--- config.mk ---
export PLATFORM = sky130hd
export DESIGN_NAME = pipeline_hazard_ctrl
export DESIGN_NICKNAME = d
export VERILOG_FILES = /design/src/rtl/pipeline_hazard_ctrl.sv
export SDC_FILE = /design/constraint.sdc
export NUM_CORES = 1
export LEC_CHECK = 0
export ABC_AREA = 1
export CORE_MARGIN = 10
export CORE_UTILIZATION = 54
export CTS_BUF_LIST = sky130_fd_sc_hd__clkbuf_8
export DETAILED_ROUTE_END_ITERATION = 10
export PLACE_DENSITY = 0.94
export REMOVE_ABC_BUFFERS = 1
export SETUP_SLACK_MARGIN = 0.1
export SYNTH_ARGS = -nofsm -noshare
export SYNTH_HDL_FRONTEND = slang
export SYNTH_SLANG_ARGS = --single-unit
--- constraint.sdc ---
create_clock -name clk -period 2.4 [get_ports clk]
set_input_delay 0.36 -clock clk [delete_from_list [all_inputs] [get_ports clk]]
set_output_delay 0.36 -clock clk [all_outputs]
set_load 0.01 [all_outputs]
--- src/rtl/pipeline_hazard_ctrl.sv ---
// Central stall/flush scheduler for the 5-stage pipeline.
// Ports: clk, rst (async active-low), hazard/exception inputs -> stall_C/flush_C, exc_redirect_o, busy_o, lost_cycles_o.
module pipeline_hazard_ctrl #(
  parameter int CNT_WIDTH  = 6,
  parameter int PERF_WIDTH = 32
) (
  input  logic                  clk,
  input  logic                  rst,
  input  logic                  load_use_i,
  input  logic                  branch_taken_i,
  input  logic                  md_start_i,
  input  logic [CNT_WIDTH-1:0]  md_cycles_i,
  input  logic                  exc_valid_i,
  output logic [3:0]            stall_C,
  output logic [3:0]            flush_C,
  output logic                  exc_redirect_o,
  output logic                  busy_o,
  output logic [PERF_WIDTH-1:0] lost_cycles_o
);

  typedef enum logic [1:0] {
    RUN,
    MD_BUSY,
    EXC_RECOVER
  } state_t;

  state_t               state_q, state_d;
  logic [CNT_WIDTH-1:0] cnt_q, cnt_d;
  logic [3:0]           stall_d, flush_d;
  logic                 redir_d;
  logic                 md_multi;
  logic                 any_c;

  assign md_multi = md_start_i &&
                    (md_cycles_i >= CNT_WIDTH'(2));

  always_comb begin
    state_d = state_q;
    cnt_d   = cnt_q;
    stall_d = 4'b0000;
    flush_d = 4'b0000;
    redir_d = 1'b0;
    unique case (state_q)
      RUN: begin
        if (exc_valid_i) begin
          flush_d = 4'b1111;
          redir_d = 1'b1;
          state_d = EXC_RECOVER;
        end else if (md_multi) begin
          // start cycle is the first stall; N-2 remain
          stall_d = 4'b1111;
          cnt_d   = md_cycles_i - CNT_WIDTH'(2);
          state_d = MD_BUSY;
        end else if (branch_taken_i) begin
          flush_d = 4'b0010;
        end else if (load_use_i) begin
          stall_d = 4'b0011;
          flush_d = 4'b0100;
        end
      end
      MD_BUSY: begin
        if (exc_valid_i) begin
          flush_d = 4'b1111;
          redir_d = 1'b1;
          cnt_d   = '0;
          state_d = EXC_RECOVER;
        end else if (cnt_q != '0) begin
          stall_d = 4'b1111;
          cnt_d   = cnt_q - CNT_WIDTH'(1);
        end else begin
          state_d = RUN;
        end
      end
      EXC_RECOVER: begin
        if (exc_valid_i) begin
          flush_d = 4'b1111;
          redir_d = 1'b1;
          state_d = EXC_RECOVER;
        end else begin
          state_d = RUN;
        end
      end
      default: begin
        state_d = RUN;
        cnt_d   = '0;
      end
    endcase
  end

  // inputs may be live while in reset; keep outputs quiet
  assign stall_C        = rst ? stall_d : 4'b0000;
  assign flush_C        = rst ? flush_d : 4'b0000;
  assign exc_redirect_o = rst ? redir_d : 1'b0;
  assign busy_o         = rst && (state_q != RUN);
  assign any_c          = (|stall_C) | (|flush_C);

  always_ff @(posedge clk or negedge rst) begin
    if (!rst) begin
      state_q <= RUN;
      cnt_q   <= '0;
    end else begin
      state_q <= state_d;
      cnt_q   <= cnt_d;
    end
  end

  always_ff @(posedge clk or negedge rst) begin
    if (!rst) begin
      lost_cycles_o <= '0;
    end else if (any_c && (lost_cycles_o != '1)) begin
      lost_cycles_o <= lost_cycles_o + PERF_WIDTH'(1);
    end
  end

endmodule
==> impl_metrics.yaml, run 1 <==
floorplan:
  rows: 26
  dieArea_mm2: 0.008764
  start_util_pct: 56.58
  die_h_um: 93.62
  die_x_um: 93.62
  core_mm2: 0.005172
  ioPinCount: 54
logic_synthesis:
  async_flop_share_pct: 100.0
  synthesis.instances: 442
  yosysTopAreaCellShare_pct: 34.20
  synth_area_leaders: "dfrtp_1, nand2_1, nor2_1"
  ys.flop_type: "dfrtp_1"
  synth_area_mm2: 0.002927
  synth_simple_gate_area_share_pct: 43.01
  yosys.area_share.adder_pct: 3.420
  synth-edff-count: 0
  synth_top_family_by_area: "simple AND/OR/NAND/NOR gates"
  ys_ff_latch: 40
  ys_types: 28
  synthXorXnorAreaFrac_pct: 6.285
  syn_avg_cell_area_um2: 6.621
  yosysWarnings: 0
  synth.mux.area_fraction_pct: 0
  yosysSeqAreaShare_pct: 34.20
  yosysTopAreaCell: "dfrtp_1"
  synth_compound_area_share_pct: 5.472
final_layout:
  area_growth_pct: 24.63
  diodes: 0
  final-instance-count-excl-fill: 570
  final_cell_mix: "nand2_1, nor2_1, clkdlybuf4s50_1, nand3_1, dfrtp_1"
  multiInputGateArea_mm2: 0.001725
  fin_util_pct: 70.51
  drive_above_1_share_pct: 5.800
  finalInstanceArea_mm2: 0.003647
  fin_nets: 519
  n_fill_cell: 428
  seqCellArea_mm2: 0.001001
  mostFrequentLayoutCell: "nand2_1"
clocking:
  cts_hold_buf: 0
  cts_tree: "built"
  clk_pin_slew_ns: 0.08
  cts_buffer_depth: 2
  clockRootBuffer: "clkbuf_8"
  cts.sinks: 40
  cts_buffers: 5
  htree_levels: 2
  insertion_delay_ns: 0.31
run:
  cap_violations: 0
worst_setup_path:
  critical_path_class: "reg -> out"
  path_max_fanout: 8
  crit_arrival_ns: 1.91
  start_kind: "flip-flop"
  reg2regPathDepth: 9
  end_kind: "primary output"
  required_ns: 2.04
route:
  drt-pass1-iter-count: 7
  via_per_inst: 5.440
  ant_nets: 0
  vias: 3101
  drc: 0
  detail_route.wl_per_cell_um: 14.51
  routed_wl_um: 8273
  drtIter0Drc: 359
placed_design:
  dpl_cell_area_mm2: 0.003512
  dp_slack_ns: -0.006797
  finalWeightedCongestion: 0.9738
  place_inst: 560
  place_hpwl_um: 6159
  portBuffers: 53
run_status:
  status: "completed"
global_routing:
  grt_max_degree: 33
  grt_util_all_layers_pct: 18.79
  grt_pass1_wl_um: 13530
  use_met3_pct: 4.556
  grt_overflow: 0
  grt_busiest_layer: "met2"
  antenna_found_initial: 0
  met1_usage_pct: 22.17
  grt_pass1_vias: 2885
  use_met2_pct: 32.48
timing:
  finalHoldViolations: 0
  rsz0062_at_grt: "true"
  finalWorstSetupSlack_ns: 0.1254
  setup_tns_ns: 0
  fin_crit_ns: 2.275
  max_freq_ghz: 0.4396
  post-route-period-util_pct: 94.77
  clock_skew_ns: 0.01163
  tightest_slew_ns: 0.4764
  final-setup-viol-count: 0
  relSlewSlack_pct: 68.00
  drv_slew: 0
min_path:
  holdCritPathClass: "in -> async"
power:
  leakage_nw: 1.780
  irDropWorstVdd_mv: 0.5899
  p_per_area_mw_per_mm2: 714.2
critical path: stages, from the launching register on:
cell	delay, ns
dfrtp_1	0.39
inv_1	0.11
ha_4	0.19
buf_4	0.17
o21ai_1	0.22
o21bai_1	0.16
inv_1	0.08
dlygate4sd2_1	0.30
cells in the mapped netlist (2+ instances only):
master,count
nand3_1,41
dfrtp_1,40
a31oi_1,2
inv_1,34
nand2_1,169
buf_6,3
xor2_1,13
buf_2,7
buf_4,3
ha_1,8
nand2_2,2
nor3_1,5
nor2_1,60
o21ai_0,16
nand3b_1,10
xnor2_1,8
a21oi_1,6
nand4_1,5
where the power goes:
part / switching, mW / total, mW / internal [mW] / leakage [nW]
logic: 0.708 / 1.16 / 0.454 / 1.18
clock network: 0.249 / 0.554 / 0.304 / 0.0593
registers: 0.120 / 0.889 / 0.769 / 0.545
total: 1.08 / 2.60 / 1.53 / 1.78
cells by family (layout without fill, tap and decap cells):
| logic type | after synthesis | after routing |
|---|---|---|
| compound gates | 29 | 29 |
| flops | 40 | 40 |
| xor+xnor | 21 | 21 |
| buf+inv | 48 | 106 |
| simple gates | 296 | 296 |
| fa+ha+maj | 8 | 8 |
area by class of cell:
class	instances	share of cell area [%]
Clock inverter	3	1.063
Tap cell	70	2.401
Timing Repair Buffer	64	16.40
Clock buffer	5	1.887
Sequential cell	40	27.44
Multi-Input combinational cell	354	47.31
Inverter	34	3.499
layer usage:
layer	wire length, um	part of all wire (%)
met3	637	7.7
met1	3416	41
met2	4005	48
met5	0	0
met4	214	2.6
through the flow:
stage / power, mW / hold WS, ns
after global routing: 2.775 / 0.1316
after detailed placement: 1.995 / 0.4288
after global placement: 1.940 / 0.4230
after CTS: 2.555 / 0.1085
final: 2.605 / 0.1123
after floorplan: 1.522 / 0.06441
sequential cells by signal, indices dropped and copies added (netlist names):
register and cells:
state_q 2, cnt_q 6, lost_cycles_o 32
path summary, 6_finish.rpt:
kind                       slack [ns]              from           endpoint
max                              0.13        state_q[0]         stall_C[1]
min                              0.11               rst   lost_cycles_o[6]
max reg2reg                      0.26  lost_cycles_o[0]  lost_cycles_o[20]
min reg2reg                      0.52          cnt_q[1]           cnt_q[1]
max in group asynchronous        1.99               rst  lost_cycles_o[28]
min in group clk                 0.52          cnt_q[1]           cnt_q[1]
timing repair:
item	in CTS	in global routing
cloned	0	0
buffers inserted	2	0
endpoints found under the setup margin	8	36
hold endpoints to repair	0	0
resized for setup	12	4
Note: power is estimated with default switching activity, not from simulation.
==> run 2: changes to the inputs <==
--- a/config.mk
+++ b/config.mk
@@ -11,6 +11,7 @@
 export CTS_BUF_LIST = sky130_fd_sc_hd__clkbuf_8
 export DETAILED_ROUTE_END_ITERATION = 10
 export PLACE_DENSITY = 0.94
+export RECOVER_POWER = 25
 export REMOVE_ABC_BUFFERS = 1
 export SETUP_SLACK_MARGIN = 0.1
 export SYNTH_ARGS = -nofsm -noshare
==> impl_metrics.yaml, run 2 (synthesized netlist as in run 1, its figures left out) <==
clocking:
  cts_buffers: 5
  cts_tree: "built"
  insertion_delay_ns: 0.31
  cts.sinks: 40
  cts_buffer_depth: 2
  clockRootBuffer: "clkbuf_8"
  clk_pin_slew_ns: 0.08
  htree_levels: 2
  cts_hold_buf: 0
final_layout:
  fin_util_pct: 70.34
  max_flop_register: "lost_cycles_o"
  reg.largest.list: "lost_cycles_o (32), cnt_q (6), state_q (2)"
  diodes: 0
  final-instance-count-excl-fill: 570
  largest_reg_flops: 32
  fin_nets: 519
  finalInstanceArea_mm2: 0.003638
  final_cell_mix: "nand2_1, nor2_1, clkdlybuf4s50_1, nand3_1, dfrtp_1"
  area_growth_pct: 24.33
  mostFrequentLayoutCell: "nand2_1"
  drive_above_1_share_pct: 5.200
placed_design:
  place_hpwl_um: 6159
  place_inst: 560
  finalWeightedCongestion: 0.9738
  dpl_cell_area_mm2: 0.003512
  portBuffers: 53
timing:
  clock_skew_ns: 0.01174
  relSlewSlack_pct: 10.50
  finalHoldViolations: 0
  tightest_slew_ns: 1.343
  final-setup-viol-count: 0
  post-route-period-util_pct: 94.55
  fin_crit_ns: 2.269
  drv_slew: 0
  rsz0062_at_grt: "true"
  max_freq_ghz: 0.4407
route:
  via_per_inst: 5.419
  drt-pass1-iter-count: 6
  vias: 3089
  drc: 0
  drtIter0Drc: 281
  ant_nets: 0
  detail_route.wl_per_cell_um: 14.49
  routed_wl_um: 8261
worst_setup_path:
  crit_arrival_ns: 1.91
  reg2regPathDepth: 9
  required_ns: 2.04
  critical_path_class: "reg -> out"
  end_kind: "primary output"
  start_kind: "flip-flop"
  path_max_fanout: 8
  r2r_start: "lost_cycles_o[0]"
  crit_path_start: "state_q[0]"
power:
  p_per_area_mw_per_mm2: 714.5
  irDropWorstVdd_mv: 0.5895
  totalPowerFinal_mw: 2.600
  leakage_nw: 1.770
run:
  cap_violations: 0
floorplan:
  die_h_um: 93.62
  core_mm2: 0.005172
  dieArea_mm2: 0.008764
  rows: 26
  die_x_um: 93.62
  ioPinCount: 54
  start_util_pct: 56.58
global_routing:
  grt_pass1_vias: 2885
  grt_overflow: 0
  grt_pass1_wl_um: 13530
  grt_util_all_layers_pct: 18.79
  antenna_found_initial: 0
  grt_max_degree: 33
min_path:
  holdCritPathClass: "in -> async"
run_status:
  status: "completed"
-- run 2: power breakdown --
| group | switching [mW] | leakage (nW) | internal [mW] |
|---|---|---|---|
| Combinational | 0.705 | 1.17 | 0.452 |
| Sequential | 0.120 | 0.545 | 0.769 |
| Clock | 0.249 | 0.0593 | 0.304 |
| Total | 1.07 | 1.77 | 1.53 |
-- run 2: final timing paths --
kind,endpoint,slack [ns]
worst max-delay path,stall_C[1],0.13
max in group asynchronous,lost_cycles_o[28],0.93
min in group clk,cnt_q[1],0.52
worst min-delay path,lost_cycles_o[6],0.46
worst max register to register,lost_cycles_o[20],0.27
worst min register to register,cnt_q[1],0.52
-- run 2: cell type report --
class	instances	area (um2)
inverter	34	127.6
sequential	40	1001
clock inverter	3	38.79
timing repair buffer	64	589.3
tap	70	87.58
fill	428	1534
clock buffer	5	68.82
multi-input combinational	354	1725
-- run 2: per-layer routing --
metal / vias up / global-route usage, % / wire length [um]
li1: 1518 / - / -
met2: 141 / 32.48 / 4035
met1: 1405 / 22.17 / 3393
met5: - / 0 / 0
met3: 25 / 4.556 / 628
met4: 0 / 6.456 / 204
-- run 2: repair_timing --
| action | in CTS | in global routing |
|---|---|---|
| gates resized for setup | 12 | 4 |
| endpoints found under the setup margin | 8 | 36 |
| setup buffers | 2 | 0 |
| pin swaps | 0 | 0 |
-- run 2: critical path: stages, from the launching register on --
cell and delay [ns]:
dfrtp_1 0.39, inv_1 0.11, ha_4 0.19, buf_4 0.17, o21ai_1 0.21, o21bai_1 0.16
inv_1 0.08, dlygate4sd2_1 0.30
-- run 2: metrics by stage --
step	TNS, ns	setup slack (ns)	hold WS [ns]
6_report	0	0.1308	0.4623
3_5_place_dp	-0.006797	-0.006797	0.4288
3_3_place_gp	0	0.1164	0.4230
5_1_grt	0	0.06860	0.5497
2_1_floorplan	-3.428	-0.1071	0.06441
4_1_cts	0	0.1152	0.1085
==> run 3: changes to the inputs <==
--- a/config.mk
+++ b/config.mk
@@ -7,10 +7,11 @@
 export LEC_CHECK = 0
 export ABC_AREA = 1
 export CORE_MARGIN = 10
-export CORE_UTILIZATION = 54
+export CORE_UTILIZATION = 30
 export CTS_BUF_LIST = sky130_fd_sc_hd__clkbuf_8
+export CTS_CLUSTER_SIZE = 24
 export DETAILED_ROUTE_END_ITERATION = 10
-export PLACE_DENSITY = 0.94
+export PLACE_DENSITY = 0.63
 export RECOVER_POWER = 25
 export REMOVE_ABC_BUFFERS = 1
 export SETUP_SLACK_MARGIN = 0.1
==> impl_metrics.yaml, run 3 (synthesized netlist as in run 1, its figures left out) <==
run_status:
  status: "completed"
worst_setup_path:
  r2r_slack_ns: 0.39
  required_ns: 2.04
  end_kind: "primary output"
  start_kind: "flip-flop"
  crit_cells: 7
  crit_chain: "inv_1, ha_4, o21ai_0, nor2_1, nand2_1, inv_1, clkdlybuf4s50_1"
  reg2regPathDepth: 10
  r2r_start: "lost_cycles_o[1]"
  cpPeakStageDelay_ns: 0.47
  path_buf_inv: 3
  critPathSlowestCell: "clkdlybuf4s50_1"
  crit_arrival_ns: 1.89
  critical_path_class: "reg -> out"
  path_max_fanout: 3
  crit_family: "buffers and inverters"
  timing.rr.end: "lost_cycles_o[20]"
  crit_top_cell: "inv_1"
timing:
  finalHoldViolations: 0
  clock_skew_ns: 0.007530
  rsz0062_at_grt: "true"
  max_freq_ghz: 0.4439
  relSlewSlack_pct: 22.92
  final-setup-viol-count: 0
  drv_slew: 0
  tightest_slew_ns: 1.156
  post-route-period-util_pct: 93.87
  setup_tns_ns: 0
  fin_crit_ns: 2.253
final_layout:
  fin_util_pct: 40.44
  drive_above_1_share_pct: 6.706
  largest_reg_flops: 32
  diodes: 0
  mostFrequentLayoutCell: "nand2_1"
  fin_nets: 526
  area_growth_pct: 29.50
  final_cell_mix: "nand2_1, nor2_1, clkdlybuf4s50_1, nand3_1, dfrtp_1"
  max_flop_register: "lost_cycles_o"
  reg.largest.list: "lost_cycles_o (32), cnt_q (6), state_q (2)"
route:
  via_per_inst: 4.590
  detail_route.wl_per_cell_um: 13.22
  vias: 2919
  drt-pass1-iter-count: 5
  drc: 0
  routed_wl_um: 8406
  drtIter0Drc: 151
  ant_nets: 0
clocking:
  cts_tree: "built"
  clockRootBuffer: "clkbuf_8"
  clk_pin_slew_ns: 0.08
  cts.sinks: 40
  cts_buffer_depth: 2
  htree_levels: 2
  cts_buffers: 5
  insertion_delay_ns: 0.30
global_routing:
  grt_overflow: 0
  grt_pass1_vias: 2889
  grt_busiest_layer: "met2"
  use_met3_pct: 2.951
  antenna_found_initial: 1
  grt_pass1_wl_um: 14420
  grt_util_all_layers_pct: 11.91
  grt_max_degree: 22
  use_met2_pct: 19.26
  met1_usage_pct: 15.65
placed_design:
  place_hpwl_um: 6743
  portBuffers: 53
  finalWeightedCongestion: 0.8759
power:
  leakage_nw: 1.818
  irDropWorstVdd_mv: 0.4068
  p_per_area_mw_per_mm2: 699.9
floorplan:
  rows: 35
  die_h_um: 118.8
  ioPinCount: 54
  core_mm2: 0.009371
  dieArea_mm2: 0.01411
  die_x_um: 118.8
  start_util_pct: 31.23
run:
  cap_violations: 0
min_path:
  holdCritPathClass: "in -> async"
==> run 3: what timing repair did <==
| item | CTS | global route |
|---|---|---|
| endpoints found under the hold margin | 2 | 0 |
| gates resized for setup | 8 | 4 |
| hold buffers | 1 | 0 |
| pin swaps | 0 | 1 |
| endpoints found under the setup margin | 8 | 6 |
| setup buffers | 2 | 1 |
==> run 3: cell type report <==
type | instances | area (um2)
flip-flops and latches | 40 | 1001
clock buffers | 7 | 96.34
fillers | 1035 | 5582
well taps | 129 | 161.4
repair buffers | 71 | 653.1
clock inverters | 1 | 30.03
multi-input cells | 354 | 1720
inverters | 34 | 127.6
==> run 3: power breakdown <==
| part | switching (mW) | leakage [nW] | internal, mW |
|---|---|---|---|
| sequential | 0.0922 | 0.545 | 0.769 |
| combinational | 0.688 | 1.21 | 0.487 |
| clock | 0.249 | 0.0645 | 0.367 |
==> run 3: worst max-delay path by stage <==
stage / startpoint / end / slack (ns)
after CTS: state_q[0] / flush_C[0] / 0.13
after global routing: state_q[0] / flush_C[3] / 0.02
after floorplan: state_q[0] / lost_cycles_o[0] / -0.11
after detailed placement: md_cycles_i[3] / flush_C[1] / 0.04
final: state_q[0] / flush_C[3] / 0.15
after global placement: md_cycles_i[3] / flush_C[1] / 0.1
==> run 3: metrics by stage <==
step	cells	area [um2]	setup slack, ns	hold slack, ns	total power [mW]
2_1_floorplan	428	2831	-0.1071	0.06441	1.522
3_3_place_gp	624	3623	0.09921	0.2164	2.008
3_5_place_dp	624	3623	0.03942	0.2201	2.021
4_1_cts	635	3772	0.1308	0.1691	2.662
5_1_grt	636	3790	0.02393	0.3933	2.882
6_report	636	3790	0.1472	0.3429	2.653
==> run 3: layer usage <==
metal	up-vias	part of all wire [%]
met3	10	6.0
met2	70	46
li1	1522	-
met5	-	0.15
met4	2	0.76
met1	1315	47
